==> config.mk <==
export PLATFORM = sky130hd
export DESIGN_NAME = mem_access_master
export DESIGN_NICKNAME = d
export VERILOG_FILES = /design/src/rtl/mem_if_pkg.sv /design/src/rtl/mem_access_master.sv
export SDC_FILE = /design/constraint.sdc
export NUM_CORES = 1
export LEC_CHECK = 0
export CAP_MARGIN = 20
export CORE_MARGIN = 2
export CORE_UTILIZATION = 35
export DETAILED_ROUTE_END_ITERATION = 8
export PLACE_DENSITY_LB_ADDON = 0.08
export SLEW_MARGIN = 25
export SYNTH_ARGS = -nofsm -noshare
export SYNTH_HDL_FRONTEND = slang
export SYNTH_SLANG_ARGS = --single-unit
==> constraint.sdc <==
create_clock -name clk -period 1.44 [get_ports clk]
set_clock_uncertainty 0.1 [all_clocks]
set_input_delay 0.288 -clock clk [delete_from_list [all_inputs] [get_ports clk]]
set_output_delay 0.288 -clock clk [all_outputs]
set_load 0.01 [all_outputs]
==> src/rtl/mem_if_pkg.sv <==
// rtl/mem_if_pkg.sv - shared widths, state encoding and command constants for the mem_top port
package mem_if_pkg;

    localparam int AW_DEF = 12;
    localparam int DW_DEF = 8;

    localparam logic CMD_READ  = 1'b0;
    localparam logic CMD_WRITE = 1'b1;

    typedef enum logic [2:0] {
        ST_IDLE  = 3'd0,
        ST_WR    = 3'd1,
        ST_RD    = 3'd2,
        ST_SLEEP = 3'd3,
        ST_WAKE  = 3'd4
    } state_t;

endpackage

==> src/rtl/mem_access_master.sv <==
// rtl/mem_access_master.sv - sequences host read/write commands onto the mem_top pins
module mem_access_master
    import mem_if_pkg::*;
#(
    parameter int AW     = AW_DEF,
    parameter int DW     = DW_DEF,
    parameter int RD_LAT = 1
) (
    input  logic          clk,
    input  logic          rst,
    input  logic          cmd_valid,
    output logic          cmd_ready,
    input  logic          cmd_wr,
    input  logic [AW-1:0] cmd_addr,
    input  logic [DW-1:0] cmd_wdata,
    input  logic          sleep_req,
    output logic          rsp_valid,
    output logic [DW-1:0] rsp_data,
    output logic          busy,
    output logic          mem_cen,
    output logic          mem_rd,
    output logic          mem_wr,
    output logic [AW-1:0] mem_add,
    output logic [DW-1:0] mem_din,
    input  logic [DW-1:0] mem_dout
);

    localparam int            CW       = $clog2(RD_LAT + 1);
    localparam logic [CW-1:0] CNT_INIT = CW'(RD_LAT - 1);

    state_t        state, state_n;
    logic [CW-1:0] cnt, cnt_n;
    logic          accept;
    logic          rd_last;

    assign cmd_ready = (state == ST_IDLE) & ~sleep_req & ~rst;
    assign accept    = cmd_valid & cmd_ready;
    assign busy      = (state != ST_IDLE);

    always_comb begin
        state_n = state;
        cnt_n   = cnt;
        rd_last = 1'b0;
        case (state)
            // A pending sleep request wins over a command presented in the same cycle.
            ST_IDLE: begin
                if (sleep_req) begin
                    state_n = ST_SLEEP;
                end else if (accept) begin
                    state_n = (cmd_wr == CMD_WRITE) ? ST_WR : ST_RD;
                    cnt_n   = CNT_INIT;
                end
            end
            ST_WR: state_n = ST_IDLE;
            ST_RD: begin
                if (cnt == '0) begin
                    rd_last = 1'b1;
                    state_n = ST_IDLE;
                end else begin
                    cnt_n = cnt - 1'b1;
                end
            end
            ST_SLEEP: if (!sleep_req) state_n = ST_WAKE;
            ST_WAKE:  state_n = ST_IDLE;
            default:  state_n = ST_IDLE;
        endcase
    end

    // Pin outputs are decoded from the next state so they are registered yet cycle-aligned.
    always_ff @(posedge clk or posedge rst) begin
        if (rst) begin
            state     <= ST_IDLE;
            cnt       <= '0;
            mem_cen   <= 1'b0;
            mem_rd    <= 1'b0;
            mem_wr    <= 1'b0;
            mem_add   <= '0;
            mem_din   <= '0;
            rsp_valid <= 1'b0;
            rsp_data  <= '0;
        end else begin
            state     <= state_n;
            cnt       <= cnt_n;
            mem_cen   <= (state_n == ST_SLEEP);
            mem_rd    <= (state_n == ST_RD);
            mem_wr    <= (state_n == ST_WR);
            rsp_valid <= rd_last;
            if (rd_last) begin
                rsp_data <= mem_dout;
            end
            if (accept) begin
                mem_add <= cmd_addr;
                mem_din <= (cmd_wr == CMD_WRITE) ? cmd_wdata : '0;
            end
        end
    end

endmodule
==> results of run 1 <==
==> per-stage QoR <==
step	setup WS, ps	cell area, um^2
4_1_cts	-202	2350
3_3_place_gp	-424	2260
2_1_floorplan	1.54	1430
6_report	-178	2360
5_1_grt	-252	2360
3_5_place_dp	-427	2260
==> placed cells by master (no fill, tap or decap), types with 2 or more instances in the layout <==
cell	n
inv_1	12
dlygate4sd2_1	32
mux2i_1	8
buf_4	11
clkbuf_8	5
buf_12	2
buf_6	5
nand4_1	2
mux2_4	12
nand2_1	9
mux2_2	8
nor2_1	2
a21oi_1	2
dfrtp_1	35
clkdlybuf4s50_1	32
==> worst min path at each step <==
stage | endpoint | slack [ps] | cells after the start
2_1_floorplan | state[2] | 260 | 1
3_3_place_gp | rsp_data[2] | 390 | 1
3_5_place_dp | mem_add[6] | 390 | 1
4_1_cts | mem_add[6] | 410 | 1
5_1_grt | mem_add[4] | 420 | 1
6_report | mem_add[3] | 400 | 1
==> state kept, by name (all words and copies together) (netlist names) <==
register / flops
mem_add: 12
state: 3
mem_wr: 1
mem_cen: 1
mem_rd: 1
mem_din: 8
rsp_valid: 1
rsp_data: 8
==> synthesized netlist by cell type <==
cell type	count	area share, %
a21oi_1	2	0.70
buf_2	1	0.35
buf_6	2	1.6
clkbuf_1	1	0.26
dfrtp_1	35	61
inv_1	13	3.4
mux2_2	8	6.3
mux2_4	12	13
mux2i_1	8	5.6
nand2_1	9	2.4
nand3_2	1	0.70
nand4_1	2	0.88
nor2_1	2	0.53
nor3_1	1	0.35
nor3_4	1	1.1
nor3b_1	1	0.53
nor4bb_1	1	0.70
xnor2_1	1	0.61
==> routing by layer <==
metal	share of wire [%]	track usage [%]
met1	41	17.8
met2	50	25.5
met3	7.0	6.25
met4	1.7	6.75
met5	0	0
==> kinds of logic after synthesis <==
| logic type | after synthesis | share of synthesized area, % |
|---|---|---|
| compound gates | 2 | 0.701 |
| simple gates | 18 | 7.19 |
| buf+inv | 17 | 5.61 |
| mux | 28 | 24.5 |
| flops | 35 | 61.3 |
| xor+xnor | 1 | 0.614 |
==> critical path: stages, from the launching register on <==
cell and delay (ps):
dfrtp_1 410, nor3_4 220, inv_2 70, nor3_2 100
buf_2 150
==> timing repair <==
item | in CTS | in global routing
pin swaps | 1 | 2
setup endpoints to repair | 61 | 30
gates cloned | 1 | 0
gates resized for setup | 50 | 1
setup buffers | 0 | 1
==> power by group through the flow <==
stage	logic [uW]	clock network (uW)	registers, uW
global route	2250	918	1720
global placement	2230	0	1680
finish	2070	836	1660
detailed placement	2270	0	1700
floorplan	785	0	1900
CTS	2100	873	1670
==> area by class of cell <==
type | instances | area (um^2)
repair buffers | 83 | 785
inverters | 13 | 48.8
fillers | 347 | 1610
flip-flops and latches | 35 | 876
well taps | 50 | 62.6
multi-input cells | 49 | 488
clock buffers | 6 | 72.6
clock inverters | 1 | 30.0
==> impl_results.md, run 1 <==
* Cell Area, Synth at 1430 um^2
* Die W at 67.9 um
* Final Power at 4560 uW
* Final Util at 59.5%
* Final WL at 3200 um
* Worst setup path start: state[1]
* PwrDens at 1930 nW/um^2
* Layout cell share with drive strength beyond 1 at 26.7%
* Seq/Total Area, Yosys at 61.3%
* TritonCTS clock tree: yes
* Antenna Violating Nets Remaining at 0
* Non-Filler Instances at 237
* TritonCTS Buffers at 5
* Worst slew margin at 83.7%
* Min setup slack post-route at -178 ps
* Diode count at 0
* Starting DRC count in detailed routing at 47
* Final Cycle Share at 112%
* Comb power frac at 45.4%
* Kind of critical path: register to output pin
* MaxCap Viol Count at 0
* Core Box Area at 3970 um^2
* # DRC at 0
* Flops & latches, synth at 35
* Crit path time final at 1620 ps
* Total grt overflow at 0
* Critical Path Start Type: register
* Status: complete, but fails checks
* Failing checks: setup timing
* Reg2reg setup slack at -150 ps
* Worst slew pin tran at 241 ps
* Pins Over Slew Limit at 0
* Worst hold slack at 403 ps
* Switching portion of total power at 30.0%
* Site row count at 23
* Ports at 67
* Fmax at 618 MHz
* Peak fanout along the critical path at 2
* Placed Cells at 228
* Initial antenna violation count at 0
* Post-DR vias/cell at 4.42
* # clock sinks at 35
* Yosys cell types at 18
* Syn nets at 134
* Hold_buf cts at 0
* Root buf cell: clkbuf_8
* Hold Path Origin: mem_add[3]
* Final setup vio count at 29
* Clk_lat worst skew at 280 ps
* Flop pwr share at 36.3%
* Switch Pwr at 1370 uW
* CTS H-tree depth at 2
* Worst-path clk slew at 70 ps
* Leakage at 0.00124 uW
* Fin. Hold Viols at 0
* Post-synthesis area per instance at 14.1 um^2
* Setup TNS at -3210 ps
* Layout net count at 220
* Initial core utilization at 35.9%
* Crit path to: cmd_ready
* RSZ-0062 raised after global routing: yes
* Crit path DAT at 1230 ps
* Die ar. at 4610 um^2
* VDD IR max at 0.951 mV
* R2R depth at 6
* GPL Wtd Cong at 0.838
* Pint at 3190 uW
* First-pass GRT wire length at 4950 um
* Clock power share at 18.3%
* Syn. warnings at 0
* Area grow syn2layout at 65.5%
* HPWL after DPL at 2350 um
* FF-to-FF Start: state[1]
* Largest net degree at the start of global routing at 36
* Worst Path Required at 1050 ps
* Critical path capture point type: output pin
* PortBufs at 66
* DR vias at 1047
* Tot GR Track Use at 15.5%
* Clock Path Buffers at 2
* TritonRoute pass-1 iters at 4
* Die height at 67.9 um
* Min-Delay Path Class: register to register
* End of the worst register-to-register path: mem_din[3]
* Synth Instances at 101
* Vias in the first global route at 1019
* WL/cell at 13.5 um
Power figures use the tool's default switching activity.
==> run 2, diff against run 1 <==
--- a/config.mk
+++ b/config.mk
@@ -9,7 +9,7 @@
 export CORE_MARGIN = 2
 export CORE_UTILIZATION = 35
 export DETAILED_ROUTE_END_ITERATION = 8
-export PLACE_DENSITY_LB_ADDON = 0.08
+export PLACE_DENSITY = 0.83
 export SLEW_MARGIN = 25
 export SYNTH_ARGS = -nofsm -noshare
 export SYNTH_HDL_FRONTEND = slang
==> impl_results.md, run 2 (synthesis gave the netlist of run 1 again) <==
* Status: complete, but fails checks
* Failing checks: setup timing
* Pins Over Slew Limit at 0
* End of the worst register-to-register path: mem_add[1]
* Die W at 67.9 um
* Peak fanout along the critical path at 2
* Worst hold slack at 400 ps
* First-pass GRT wire length at 5630 um
* Hold_buf cts at 0
* Die ar. at 4610 um^2
* Largest Register: mem_add
* Antenna Violating Nets Remaining at 0
* TritonCTS clock tree: yes
* Crit path to: cmd_ready
* Placed Cells at 230
* Worst setup path start: state[2]
* Crit path DAT at 1220 ps
* Core Box Area at 3970 um^2
* PortBufs at 66
* Ports at 67
* Peak per-stage delay on the critical path at 410 ps
* Reg2reg setup slack at -140 ps
* Tot GR Track Use at 17.1%
* Worst-path clk slew at 60 ps
* WL/cell at 14.4 um
* Buf/Inv on CP at 2
* Layout cell share with drive strength beyond 1 at 28.4%
* HPWL after DPL at 2680 um
* Hold Path Origin: rsp_data[0]
* TritonCTS Buffers at 5
* Largest net degree at the start of global routing at 19
* Commonest cells after routing, fill and taps aside: dfrtp_1, clkdlybuf4s50_1, dlygate4sd2_1, buf_4, mux2_4
* FILL cells at 330
* Initial antenna violation count at 0
* Non-Filler Instances at 240
* PwrDens at 1890 nW/um^2
* Vias in the first global route at 1234
* FF-to-FF Start: state[2]
* Final setup vio count at 30
* Cell Chain, Critical Path: nor3_4, inv_2, nor3_2, buf_2
* Layout net count at 222
* Fmax at 621 MHz
* Final Util at 60.6%
* Initial core utilization at 35.9%
* RSZ-0062 raised after global routing: yes
* Total grt overflow at 0
* Registers with the most flip-flops: mem_add: 12 flops, mem_din: 8 flops, rsp_data: 8 flops
* CP max stage cell: dfrtp_1
* Clk_lat worst skew at 280 ps
* GPL Wtd Cong at 0.770
* Cell area after layout at 2410 um^2
* CTS H-tree depth at 2
* Clock Path Buffers at 2
* Most common cell after layout, fill and taps aside: dfrtp_1
* VDD IR max at 0.748 mV
* Post-DP Area at 2270 um^2
* Leakage at 0.00126 uW
* Root buf cell: clkbuf_8
* Final Cycle Share at 112%
* Post-DR vias/cell at 4.52
* Crit path time final at 1610 ps
* Kind of critical path: register to output pin
* Max FFs per register at 12
* Fin. Hold Viols at 0
* Die height at 67.9 um
* Starting DRC count in detailed routing at 26
* DR vias at 1085
* MaxCap Viol Count at 0
* WP depth at 4
* Site row count at 23
* Worst Path Required at 1050 ps
* Worst slew margin at 84.8%
* Critical path capture point type: output pin
* Critical Path Start Type: register
* Min setup slack post-route at -170 ps
* # DRC at 0
* Setup WS pre-CTS at -405 ps
* TritonRoute pass-1 iters at 3
* Final WL at 3470 um
* CP top delay family: flip-flops
* Min-Delay Path Class: register to register
* Worst slew pin tran at 225 ps
* Diode count at 0
* R2R depth at 5
* # clock sinks at 35
* Area grow syn2layout at 68.5%
[run 2: changes by cell type in the layout (fill, tap and decap cells not counted)]
| cell | delta |
|---|---|
| buf_16 | +1 |
| buf_4 | +3 |
| buf_6 | -2 |
| bufinv_16 | -1 |
| clkbuf_8 | +2 |
| mux2_2 | -1 |
| mux2_4 | +1 |
| nand3_2 | -1 |
| nand3_4 | +1 |
| nor2_1 | -1 |
| nor2_4 | +1 |
[run 2: layout make-up]
cell class / instances / area (um^2) / share of cell area [%]
well taps: 50 / 62.6 / 2.60
repair buffers: 85 / 812 / 33.7
multi-input cells: 49 / 507 / 21.1
clock buffers: 8 / 100 / 4.16
flip-flops and latches: 35 / 876 / 36.4
inverters: 13 / 48.8 / 2.03
[run 2: routing by layer]
metal  track usage [%]  wire length [um]  share of wire, %
met4              9.50               123               3.5
met1              16.5              1220                35
met5                 0                 0                 0
met2              32.1              1860                54
met3              5.10               263               7.6
[run 2: timing repair]
action,CTS,global route
cloned,2,0
pin swaps,2,1
endpoints found under the hold margin,0,0
setup buffers,3,0
endpoints found under the setup margin,62,30
gates resized for setup,52,2
[run 2: report_power, final]
part / leakage [uW] / internal (uW) / switching [uW] / total [uW]
Combinational: 0.000777 / 1260 / 854 / 2110
Clock: 0.0000515 / 436 / 320 / 756
Sequential: 0.000432 / 1440 / 238 / 1680
[run 2: worst min-delay path by stage]
stage	to	slack, ps	depth (start not counted)
floorplan	state[2]	260	1
global placement	rsp_data[0]	390	1
detailed placement	mem_add[6]	390	1
CTS	rsp_data[0]	410	1
global route	rsp_data[0]	420	1
finish	rsp_data[0]	400	1
[run 2: stage by stage]
stage | power [uW] | setup TNS (ps)
floorplan | 2690 | 0
global placement | 3900 | -8580
detailed placement | 4010 | -9590
CTS | 4610 | -2770
global route | 4850 | -4580
finish | 4550 | -3160
==> run 3, diff against run 2 <==
--- a/config.mk
+++ b/config.mk
@@ -8,6 +8,7 @@
 export CAP_MARGIN = 20
 export CORE_MARGIN = 2
 export CORE_UTILIZATION = 35
+export CTS_BUF_LIST = sky130_fd_sc_hd__clkbuf_8
 export DETAILED_ROUTE_END_ITERATION = 8
 export PLACE_DENSITY = 0.83
 export SLEW_MARGIN = 25
==> impl_results.md, run 3 (synthesis gave the netlist of run 1 again) <==
* CP top delay family: flip-flops
* Starting DRC count in detailed routing at 19
* Worst slew pin tran at 225 ps
* RSZ-0062 raised after global routing: yes
* Leakage at 0.00126 uW
* VDD IR max at 0.744 mV
* Die ar. at 4610 um^2
* CTS H-tree depth at 2
* Critical Path Start Type: register
* Worst slew margin at 84.8%
* Final Power at 4540 uW
* HPWL after DPL at 2680 um
* Core Box Area at 3970 um^2
* # DRC at 0
* Ports at 67
* Peak fanout along the critical path at 2
* Largest net degree at the start of global routing at 19
* Final setup vio count at 30
* Critical path capture point type: output pin
* Min-Delay Path Class: register to register
* Most common cell after layout, fill and taps aside: dfrtp_1
* Register area at 876 um^2
* Final Cycle Share at 112%
* Layout net count at 222
* Commonest cells after routing, fill and taps aside: dfrtp_1, clkdlybuf4s50_1, dlygate4sd2_1, buf_4
* Fin. Hold Viols at 0
* PortBufs at 66
* Die height at 67.9 um
* Layout cell share with drive strength beyond 1 at 28.4%
* Crit path DAT at 1220 ps
* Area grow syn2layout at 68.5%
* Failing checks: setup timing
* Final Util at 60.6%
* TritonCTS Buffers at 5
* Status: complete, but fails checks
* CP max stage cell: dfrtp_1
* Post-DR vias/cell at 4.53
* FILL cells at 330
* Initial antenna violation count at 0
* # clock sinks at 35
* Peak per-stage delay on the critical path at 410 ps
* Diode count at 0
* DR vias at 1086
* Largest Register: mem_add
* Initial core utilization at 35.9%
* Worst-path clk slew at 60 ps
* GPL Wtd Cong at 0.770
* Site row count at 23
* Placed Cells at 230
* PwrDens at 1890 nW/um^2
* Die W at 67.9 um
* Worst Path Required at 1050 ps
* Antenna Violating Nets Remaining at 0
* Post-DP Area at 2270 um^2
* Clock Path Buffers at 2
* Final WL at 3460 um
* TritonCTS clock tree: yes
* Cell Chain, Critical Path: nor3_4, inv_2, nor3_2, buf_2
* MaxCap Viol Count at 0
* Root buf cell: clkbuf_8
* WL/cell at 14.4 um
* Registers with the most flip-flops: mem_add: 12 flops, mem_din: 8 flops, rsp_data: 8 flops
* Min setup slack post-route at -170 ps
* First-pass GRT wire length at 5620 um
* Clk_lat worst skew at 280 ps
* Non-Filler Instances at 240
* Max FFs per register at 12
* Cell area after layout at 2410 um^2
* Vias in the first global route at 1234
* Total grt overflow at 0
* Setup TNS at -3160 ps
* Fmax at 621 MHz
* Kind of critical path: register to output pin
* Tot GR Track Use at 17.1%
* Area of the multi-input gates at 507 um^2
* Buf/Inv on CP at 2
* Pins Over Slew Limit at 0
* Crit path time final at 1610 ps
* TritonRoute pass-1 iters at 3
run 3: changes by cell type in the layout (fill, tap and decap cells not counted), sizes merged:
cell and delta:
inv +1, clkbuf -1
run 3: final timing paths:
check                                   end  cells past startpoint   startpoint  slack, ps
worst max-delay path              cmd_ready                      4     state[2]       -170
worst min-delay path            rsp_data[0]                      1  rsp_data[0]        400
worst max register to register   mem_add[1]                      5     state[2]       -140
worst min register to register  rsp_data[0]                      1  rsp_data[0]        400
max in group asynchronous        mem_add[1]                      4          rst        590
min in group asynchronous        mem_din[2]                      4          rst        450
run 3: repair_timing:
action / 4_1_cts / 5_1_grt
pin swaps: 2 / 1
gates resized for setup: 52 / 2
setup buffers: 3 / 0
hold buffers: 0 / 0
gates cloned: 2 / 0
setup endpoints to repair: 62 / 30
run 3: metrics by stage:
stage                     hold WS (ps)  setup WS (ps)
final                              400           -170
after global routing               420           -215
after CTS                          406           -189
after detailed placement           392           -405
after global placement             391           -405
after floorplan                    258           1.54
run 3: area by class of cell:
type                    count  area share [%]
clock buffers               7            4.00
clock inverters             1           0.156
inverters                  13            2.03
multi-input cells          49            21.1
flip-flops and latches     35            36.4
well taps                  50            2.60
repair buffers             85            33.7
run 3: worst register-to-register path: cells and delay by family (launching register included):
family,cells,cell delay (ps)
flops,1,410
simple gates,2,320
buf+inv,2,330
mux,1,300
run 3: power by group:
part / internal (uW) / switching (uW) / leakage [uW]
Combinational: 1260 / 854 / 0.000777
Clock: 429 / 321 / 0.0000557
Sequential: 1440 / 239 / 0.000432
run 3: layer usage:
layer  global-route usage [%]  up-vias  share of wire (%)
li1                         -      510                  -
met1                     16.3      524                 35
met4                     9.50        0                3.6
met2                     32.2       41                 54
met3                     5.10       11                7.6
met5                        0        -                  0
